<file path="config.mk">
export PLATFORM = sky130hd
export DESIGN_NAME = logic_unit_arbiter
export DESIGN_NICKNAME = d
export VERILOG_FILES = /design/src/rtl/logic_pkg.sv /design/src/rtl/LOGICAL_UNIT.sv /design/src/rtl/rr_arbiter.sv /design/src/rtl/logic_unit_arbiter.sv
export SDC_FILE = /design/constraint.sdc
export NUM_CORES = 1
export LEC_CHECK = 0
export ABC_AREA = 1
export BUFFER_PORTS_ARGS = -buffer_cell sky130_fd_sc_hd__clkbuf_2
export CORE_MARGIN = 2
export CORE_UTILIZATION = 35
export CTS_BUF_LIST = sky130_fd_sc_hd__clkbuf_8
export DETAILED_ROUTE_END_ITERATION = 6
export GPL_TIMING_DRIVEN = 0
export PLACE_DENSITY = 0.61
export RECOVER_POWER = 25
export REMOVE_ABC_BUFFERS = 1
export SLEW_MARGIN = 25
export SYNTH_ARGS = -nofsm -noshare
export SYNTH_HDL_FRONTEND = slang
export SYNTH_SLANG_ARGS = --single-unit
</file>
<file path="constraint.sdc">
create_clock -name clk -period 2.1 [get_ports clk]
set_input_delay 0.315 -clock clk [delete_from_list [all_inputs] [get_ports clk]]
set_output_delay 0.315 -clock clk [all_outputs]
set_load 0.1 [all_outputs]
</file>
<file path="src/rtl/logic_pkg.sv">
// Shared definitions for the logical unit: operation encodings, datapath width
// and the output-slot state used by the arbiter.
package logic_pkg;

  localparam int DATA_W = 32;

  typedef enum logic [1:0] {
    OP_AND = 2'b00,
    OP_OR  = 2'b01,
    OP_XOR = 2'b10,
    OP_NOT = 2'b11
  } op_e;

  typedef enum logic {
    SLOT_EMPTY = 1'b0,
    SLOT_FULL  = 1'b1
  } slot_state_e;

endpackage

</file>
<file path="src/rtl/LOGICAL_UNIT.sv">
// Purely combinational 32-bit logic unit: AND, OR, XOR, or NOT of in1.
module LOGICAL_UNIT
  import logic_pkg::*;
(
  input  logic [DATA_W-1:0] in1,
  input  logic [DATA_W-1:0] in2,
  input  logic [1:0]        op,
  output logic [DATA_W-1:0] result
);

  always_comb begin
    // NOTE: every always_comb output gets a default first so no path leaves it
    // unassigned; an unassigned path would infer a latch.
    result = '0;
    case (op)
      OP_AND:  result = in1 & in2;
      OP_OR:   result = in1 | in2;
      OP_XOR:  result = in1 ^ in2;
      OP_NOT:  result = ~in1;
      default: result = '0;
    endcase
  end

endmodule

</file>
<file path="src/rtl/rr_arbiter.sv">
// Round-robin grant: scans requests from ptr upward with wrap, the first set
// bit wins. Produces a one-hot grant and the encoded winner index.
module rr_arbiter #(
  parameter int N_REQ = 2,
  parameter int ID_W  = ($clog2(N_REQ) < 1) ? 1 : $clog2(N_REQ)
) (
  input  logic [N_REQ-1:0] req,
  input  logic [ID_W-1:0]  ptr,
  input  logic             en,
  output logic [N_REQ-1:0] gnt,
  output logic [ID_W-1:0]  idx
);

  always_comb begin : scan
    int  cand;
    logic found;
    gnt   = '0;
    idx   = '0;
    found = 1'b0;
    cand  = 0;
    for (int k = 0; k < N_REQ; k++) begin
      cand = int'(ptr) + k;
      if (cand >= N_REQ) cand = cand - N_REQ;
      if (en && !found && req[cand]) begin
        found     = 1'b1;
        gnt[cand] = 1'b1;
        idx       = ID_W'(cand);
      end
    end
  end

endmodule

</file>
<file path="src/rtl/logic_unit_arbiter.sv">
// Shares one LOGICAL_UNIT between N_REQ requesters with round-robin priority,
// registering each result into a one-entry valid/ready output slot.
module logic_unit_arbiter
  import logic_pkg::*;
#(
  parameter int N_REQ = 2,
  parameter int ID_W  = ($clog2(N_REQ) < 1) ? 1 : $clog2(N_REQ)
) (
  input  logic                    clk,
  input  logic                    rst,
  input  logic [N_REQ-1:0]        req_valid,
  output logic [N_REQ-1:0]        req_ready,
  input  logic [DATA_W*N_REQ-1:0] req_in1,
  input  logic [DATA_W*N_REQ-1:0] req_in2,
  input  logic [2*N_REQ-1:0]      req_op,
  output logic                    rsp_valid,
  input  logic                    rsp_ready,
  output logic [DATA_W-1:0]       rsp_data,
  output logic [ID_W-1:0]         rsp_id
);

  slot_state_e       state_q, state_d;
  logic [DATA_W-1:0] data_q, data_d;
  logic [ID_W-1:0]   id_q, id_d;
  logic [ID_W-1:0]   ptr_q, ptr_d;

  logic              slot_free;
  logic              arb_en;
  logic              accept;
  logic [N_REQ-1:0]  gnt;
  logic [ID_W-1:0]   win_idx;
  logic [DATA_W-1:0] sel_in1, sel_in2, lu_out;
  logic [1:0]        sel_op;

  // Grants are suppressed while reset is high so no requester sees a handshake.
  assign slot_free = (state_q == SLOT_EMPTY) || rsp_ready;
  assign arb_en    = slot_free && !rst;
  assign accept    = |gnt;
  assign req_ready = gnt;

  rr_arbiter #(
    .N_REQ (N_REQ),
    .ID_W  (ID_W)
  ) u_arb (
    .req (req_valid),
    .ptr (ptr_q),
    .en  (arb_en),
    .gnt (gnt),
    .idx (win_idx)
  );

  always_comb begin
    sel_in1 = '0;
    sel_in2 = '0;
    sel_op  = '0;
    for (int i = 0; i < N_REQ; i++) begin
      if (win_idx == ID_W'(i)) begin
        sel_in1 = req_in1[i*DATA_W +: DATA_W];
        sel_in2 = req_in2[i*DATA_W +: DATA_W];
        sel_op  = req_op[i*2 +: 2];
      end
    end
  end

  LOGICAL_UNIT u_lu (
    .in1    (sel_in1),
    .in2    (sel_in2),
    .op     (sel_op),
    .result (lu_out)
  );

  always_comb begin
    state_d = state_q;
    data_d  = data_q;
    id_d    = id_q;
    ptr_d   = ptr_q;
    if (accept) begin
      state_d = SLOT_FULL;
      data_d  = lu_out;
      id_d    = win_idx;
      ptr_d   = (win_idx == ID_W'(N_REQ - 1)) ? '0 : win_idx + ID_W'(1);
    end else if (state_q == SLOT_FULL && rsp_ready) begin
      // Drain only: data and id are left holding the last result.
      state_d = SLOT_EMPTY;
    end
  end

  always_ff @(posedge clk) begin
    // NOTE: state registers use non-blocking assignments so every flop samples
    // the pre-edge values regardless of statement order.
    if (rst) begin
      state_q <= SLOT_EMPTY;
      data_q  <= '0;
      id_q    <= '0;
      ptr_q   <= '0;
    end else begin
      state_q <= state_d;
      data_q  <= data_d;
      id_q    <= id_d;
      ptr_q   <= ptr_d;
    end
  end

  assign rsp_valid = (state_q == SLOT_FULL);
  assign rsp_data  = data_q;
  assign rsp_id    = id_q;

endmodule

</file>
* Yosys cells after proc, flatten, opt, wreduce, memory -nomap -nowiden
Index checks and enable logic that the tools add are counted.
** Storage, ports and cells
- Flip-flop bits (word level) :: 35
- Latch bits :: 0
- Bits in writable memories :: 0
- Bits in read-only memories :: 0
- Input bits :: 137
- Memories :: 0
** Operators by class
- $add $sub $neg :: 4
- Multiply operators :: 0
- Divide/modulo/power cells :: 0
- Order comparisons :: 6
- Equal/unequal tests :: 3
- Shift-type cells :: 0
- Mux-type cells :: 24
- Bitwise gates (word level) :: 6
- Reduce and logical (&&, ||, !) cells :: 13
** Operators with widths (number)
- $mux 32 :: 4
- $pmux 32 s4 :: 1
- $ge 32x1->1 const B :: 2
- $lt 32x3->1 const B :: 2
- $and 32x32->32 :: 1
- $ge 32x3->1 const B :: 1
- $not 32->32 :: 1
- $or 32x32->32 :: 1
- $sub 32x3->32 const B :: 1
- $xor 32x32->32 :: 1
- $mux 1 :: 14
- $logic_and 1x1->1 :: 7
- $mux 2 :: 3
- $eq 2x2->1 const B :: 2
- $sub 1x2->3 const B :: 1
- $add 1x1->2 const B :: 1
- $demux 1 s1 :: 2
- $eq 2x1->1 const B :: 1
- $ge 1x2->1 const B :: 1
- $logic_not 1->1 :: 2
- $logic_not 2->1 :: 1
- $or 2x2->2 :: 1
- $reduce_bool 2->1 :: 1
- $reduce_or 2->1 :: 1
- other kinds (3) :: 3

* Longest topological paths before layout
- Depth after elaboration :: 14
- Depth in mapped cells :: 16
- Gate-level depth less buffers :: 13

* Cells and area by module
Synthesis repeated with hierarchy kept, for this count alone.
** Second synthesis, totals
- Cell total of the unflattened synthesis :: 717
- Area, all modules :: 4201.5 um2
** By module, submodules not included
- LOGICAL_UNIT :: times used 1, cells each 343, area each 2120.8 um2, sequential area each 0.0 um2
- logic_unit_arbiter :: times used 1, cells each 368, area each 2054.5 um2, sequential area each 700.7 um2
- rr_arbiter :: times used 1, cells each 6, area each 26.3 um2, sequential area each 0.0 um2

* Worst setup path before layout
Ideal clock, no wire load.
- Kind :: register to register
- Start point :: register state_q (netlist: rsp_valid)
- End point :: register data_q[6] (netlist: rsp_data[6])
- Arrival :: 2.583 ns
- Data required time :: 1.968 ns
- Setup slack :: -0.615 ns
- Stages on the path, launching flop included :: 14
- Buffers on the path :: 3
- Clock period less this slack :: 2.715 ns
- Cells stage by stage :: dfxtp_1 -> a21oi_4 -> nand2_2 -> buf_4 -> buf_2 -> buf_2 -> nand2_1 -> o21ai_1 -> inv_1 -> ha_1 -> o21ai_0 -> nand3_1 -> nand2_1 -> a21oi_1
** On the way
- Cells in the longest elaborated chain, start to end :: 12
** RTL lines
- start, declared :: line logic_unit_arbiter.sv:22 : slot_state_e state_q, state_d;
- start signal, assigned :: line logic_unit_arbiter.sv:97 : state_q <= state_d;
- $not 1->1 (*) :: line logic_unit_arbiter.sv:36 : assign slot_free = (state_q == SLOT_EMPTY) || rsp_ready;
- $logic_or 1x1->1 (*) :: line logic_unit_arbiter.sv:36
- $logic_and 1x1->1 (*) :: line logic_unit_arbiter.sv:37 : assign arb_en = slot_free && !rst;
- $logic_and 1x1->1 :: line rr_arbiter.sv:24 : if (en && !found && req[cand]) begin
- $mux 1 :: line rr_arbiter.sv:24
- $logic_not 1->1 :: line rr_arbiter.sv:24
- $logic_and 1x1->1 (2 in series) :: line rr_arbiter.sv:24
- $mux 1 :: line rr_arbiter.sv:24
- $mux 2 / $mux 32 (equally long branches) :: line logic_unit_arbiter.sv:57 : if (win_idx == ID_W'(i)) begin
- $eq 2x2->1, or another cell as far along :: line LOGICAL_UNIT.sv:15 : case (op)
- $pmux 32 s4 :: line LOGICAL_UNIT.sv:15
- end signal, assigned :: line logic_unit_arbiter.sv:98 : data_q <= data_d;
- end, declared :: line logic_unit_arbiter.sv:23 : logic [DATA_W-1:0] data_q, data_d;
Mark *: on every way between the ends. The rest lies on a longest branch, timed or not.
A chain may end at the register's enable or synchronous reset.

* Worst setup path after layout
- Start point :: register state_q (netlist: rsp_valid)
- End point :: output port req_ready[0]
** On the way
- Cells in the longest elaborated chain, start to end :: 9
** RTL lines
- $not 1->1 (*) :: line logic_unit_arbiter.sv:36
- $logic_or 1x1->1 (*) :: line logic_unit_arbiter.sv:36
- $logic_and 1x1->1 (*) :: line logic_unit_arbiter.sv:37
- $logic_and 1x1->1 :: line rr_arbiter.sv:24
- $mux 1 :: line rr_arbiter.sv:24
- $logic_not 1->1 :: line rr_arbiter.sv:24
- $logic_and 1x1->1 (2 in series) :: line rr_arbiter.sv:24
- $mux 2 (*) :: line rr_arbiter.sv:24
- end, declared :: line logic_unit_arbiter.sv:12 : output logic [N_REQ-1:0] req_ready,
Marks and branches as above.

==> flow_metrics.py <==
metrics = {
    "floorplan": {
        "boundaryPins": 173,
        "floorplan.die.height_um": 117,
        "die_area_um2": 13700,
        "initial_utilization_pct": 35.6,
        "fp.coreArea_um2": 12500,
        "floorplan.rows": 41,
        "die_x_um": 117,
    },
    "power_and_ir_drop": {
        "pwr_density_cell_nw_per_um2": 499,
        "switching_share_pct": 50.7,
        "clock_power_share_pct": 15.8,
        "cellLeakagePower_nw": 3.56,
        "netSwitchingPower_mw": 1.48,
        "power.sequential.fraction_pct": 26.2,
        "peakVddDrop_mv": 0.214,
        "int_power_mw": 1.45,
        "combPwrFrac_pct": 58.0,
    },
    "sta": {
        "finClkSkew_ps": 8.50,
        "unrepaired_setup_endpoints_after_global_routing": "true",
        "finalHoldViolCount": 0,
        "timing.setup.tns_ps": 0,
        "slew-limit-headroom_pct": 18.9,
        "setup-violations-final": 0,
        "final_max_slew_viol_count": 0,
        "finalWorstPathRequiredPeriod_ps": 2030,
        "worst_pin_slew_ps": 1220,
        "timing.final.crit_share_pct": 96.7,
        "maxClockFrequency_mhz": 492,
        "postLayoutSetupSlackWorst_ps": 68.5,
        "holdWs_ps": 341,
    },
    "run_status": {
        "run_status": "finished clean",
    },
    "critical_path": {
        "critical_path_arrival_ps": 1720,
        "r2r-end": "rsp_data[0]",
        "r2r_start": "ptr_q",
        "timing.reg2reg.worst_path_depth": 12,
        "timing.setup.critical_path_class": "flip-flop to output pin",
        "critical_path.endpoint_type": "output pin",
        "start_kind": "flip-flop",
        "timing.critical_path.fanout_max": 5,
        "crit_required_ps": 1780,
        "regToRegSetupSlack_ps": 70,
    },
    "layout": {
        "area_growth_pct": 31.6,
        "multiInputGateArea_um2": 3110,
        "postLayoutCoreUtil_pct": 46.9,
        "finalNetCount": 1139,
        "count_of_filler_cells_inserted_in_the_layout": 1404,
        "drive_above_1_share_pct": 24.0,
        "num_antenna_cells": 0,
        "layout.area.seq_um2": 702,
    },
    "run": {
        "drv.max_cap_violation_count": 0,
    },
    "global_routing": {
        "grt_max_degree": 56,
        "globalRoute.totalOverflow": 0,
        "grt_pass1_vias": 4178,
        "grt_antenna_before_repair": 0,
        "gr-usage-all-layers_pct": 18.8,
        "grt_pass1_wl_mm": 20.3,
    },
    "drt": {
        "route.detailed.wl_per_inst_um": 12.6,
        "route.detailed.drc": 0,
        "vias": 4968,
        "detailedRoute.firstPassIterationCount": 4,
        "drt_iter0_markers": 269,
        "antenna_violating_nets_post_route": 0,
        "totalWireLength_mm": 14.0,
        "vias_per_cell": 4.48,
    },
    "synthesis": {
        "post_synth.cell_area_avg_um2": 5.79,
        "cell_area_synth_um2": 4460,
        "synth.lib_cells_used.distinct": 23,
        "synth.area.top_cells": "sky130_fd_sc_hd__nand2_1 19%, sky130_fd_sc_hd__ha_1 18%, sky130_fd_sc_hd__dfxtp_1 16%",
        "synth_top_area_cell": "sky130_fd_sc_hd__nand2_1",
        "synth.yosys.seq_area_share_pct": 15.7,
        "synth_top_cell_area_share_pct": 18.5,
        "netlist_instances": 771,
        "yosysWarnings": 0,
        "synth.ff_latch_count": 35,
    },
    "worst_hold_path": {
        "hold_path_endpoint": "rsp_valid",
        "hold_path_depth": 4,
        "hold_path.startpoint": "rsp_ready",
        "hold_class": "input pin to flip-flop",
    },
    "placed_design": {
        "hpwl_mm": 8.15,
        "gp_congestion": 0.732,
        "port_bufs": 172,
        "preCtsSetupSlack_ps": -1380,
    },
    "clocking": {
        "cts.root.buffer_cell": "sky130_fd_sc_hd__clkbuf_8",
        "cts-htree-levels": 2,
        "clk-insertion-delay-late_ps": 290,
        "cts_sinks": 35,
        "clkSlewWorstSetupHoldPaths_ps": 70,
        "cts_inserted_buffers": 5,
        "ctsLongestPathBuffers": 2,
        "cts_tree": "built",
    },
}
flip-flops by register name, indices dropped and copies added, names as in the netlist:
signal,flops
rsp_data,32
ptr_q,1
rsp_id,1
rsp_valid,1
per-layer routing:
layer  part of all wire, %  track usage (%)  vias up
met3                   7.0             3.91        8
met4                  0.62             2.82        0
met2                    47             33.1      143
met1                    46             24.2     2155
li1                      -                -     2662
met5                     0                0        -
synthesized netlist by cell type:
master / count
sky130_fd_sc_hd__a21oi_4: 2
sky130_fd_sc_hd__nor2_8: 1
sky130_fd_sc_hd__buf_2: 20
sky130_fd_sc_hd__a211oi_1: 1
sky130_fd_sc_hd__buf_4: 5
sky130_fd_sc_hd__nand2_2: 6
sky130_fd_sc_hd__nand3_1: 55
sky130_fd_sc_hd__o21ai_1: 36
sky130_fd_sc_hd__a21oi_1: 16
sky130_fd_sc_hd__or2_2: 5
sky130_fd_sc_hd__dfxtp_1: 35
sky130_fd_sc_hd__inv_1: 180
sky130_fd_sc_hd__nand2_4: 2
sky130_fd_sc_hd__clkbuf_1: 10
sky130_fd_sc_hd__or2_1: 1
sky130_fd_sc_hd__o21ai_0: 51
sky130_fd_sc_hd__buf_6: 2
sky130_fd_sc_hd__nand3b_1: 22
sky130_fd_sc_hd__inv_2: 2
sky130_fd_sc_hd__nor2_4: 1
sky130_fd_sc_hd__ha_1: 64
sky130_fd_sc_hd__nand2_1: 220
sky130_fd_sc_hd__nor2_1: 34
power groups by stage:
| stage | clock network (mW) | logic (mW) | registers [mW] |
|---|---|---|---|
| after floorplan | 0 | 0.682 | 1.26 |
| after global placement | 0 | 1.53 | 0.778 |
| after detailed placement | 0 | 1.54 | 0.781 |
| after CTS | 0.487 | 1.64 | 0.767 |
| after global routing | 0.514 | 1.88 | 0.775 |
| final | 0.464 | 1.70 | 0.767 |
metrics by stage:
step	instances	area [µm²]	total power, mW
floorplan	734	4260	1.94
global placement	1078	5340	2.30
detailed placement	1078	5350	2.32
CTS	1100	5690	2.89
global route	1109	5870	3.17
finish	1109	5870	2.93
cell usage in the layout, fill, tap and decap left out:
cell type / count
sky130_fd_sc_hd__nand2_2: 7
sky130_fd_sc_hd__nor2_8: 1
sky130_fd_sc_hd__inv_1: 180
sky130_fd_sc_hd__nor2_4: 1
sky130_fd_sc_hd__clkinvlp_4: 1
sky130_fd_sc_hd__clkbuf_4: 1
sky130_fd_sc_hd__a21oi_4: 2
sky130_fd_sc_hd__ha_1: 64
sky130_fd_sc_hd__clkbuf_1: 12
sky130_fd_sc_hd__o21ai_1: 43
sky130_fd_sc_hd__nand3_2: 2
sky130_fd_sc_hd__nand2_4: 8
sky130_fd_sc_hd__or2_2: 5
sky130_fd_sc_hd__a21oi_1: 16
sky130_fd_sc_hd__or2_4: 1
sky130_fd_sc_hd__buf_4: 11
sky130_fd_sc_hd__o21ai_2: 4
sky130_fd_sc_hd__buf_12: 6
sky130_fd_sc_hd__clkbuf_2: 158
sky130_fd_sc_hd__a211oi_1: 1
sky130_fd_sc_hd__nor2_1: 34
sky130_fd_sc_hd__nand3b_1: 22
sky130_fd_sc_hd__clkbuf_8: 5
sky130_fd_sc_hd__nand2_1: 213
sky130_fd_sc_hd__o21ai_0: 40
sky130_fd_sc_hd__inv_6: 2
sky130_fd_sc_hd__dfxtp_2: 1
sky130_fd_sc_hd__clkbuf_16: 1
sky130_fd_sc_hd__nand3_1: 53
sky130_fd_sc_hd__dfxtp_1: 34
sky130_fd_sc_hd__nand2_8: 8
repair_timing:
item	in CTS	in global routing
resized for setup	19	34
cloned	3	5
setup endpoints to repair	35	34
setup buffers	13	4
hold buffers	0	0
pin swaps	6	6
worst max path at each step:
stage	start	end	slack, ps	depth (start not counted)
after floorplan	rsp_valid	rsp_data[13]	-1670	6
after global placement	rst	rsp_data[18]	-2440	7
after detailed placement	rst	rsp_data[31]	-1380	7
after CTS	ptr_q	rsp_data[21]	5	12
after global routing	ptr_q	rsp_data[17]	-50	14
final	rsp_valid	req_ready[0]	70	7
worst max-delay path: stages (launching register included):
cell and delay, ps:
sky130_fd_sc_hd__dfxtp_2 340, sky130_fd_sc_hd__a21oi_4 140, sky130_fd_sc_hd__buf_12 170, sky130_fd_sc_hd__buf_12 160, sky130_fd_sc_hd__inv_1 50, sky130_fd_sc_hd__or2_4 280
sky130_fd_sc_hd__inv_1 100, sky130_fd_sc_hd__clkbuf_16 200
cell families after synthesis:
logic type,count (synthesis),share of synthesized area [%]
flops,35,15.7
buf+inv,219,19.7
fa+ha+maj,64,18.0
compound gates,106,12.5
simple gates,347,34.1
area by class of cell:
cell class	count	share of cell area, %
Tap cell	172	3.67
Timing Repair Buffer	189	18.2
Clock inverter	1	0.0639
Inverter	182	11.9
Clock buffer	5	1.17
Multi-Input combinational cell	525	53.0
Sequential cell	35	12.0
No activity file was read; power rests on OpenSTA's default activity.
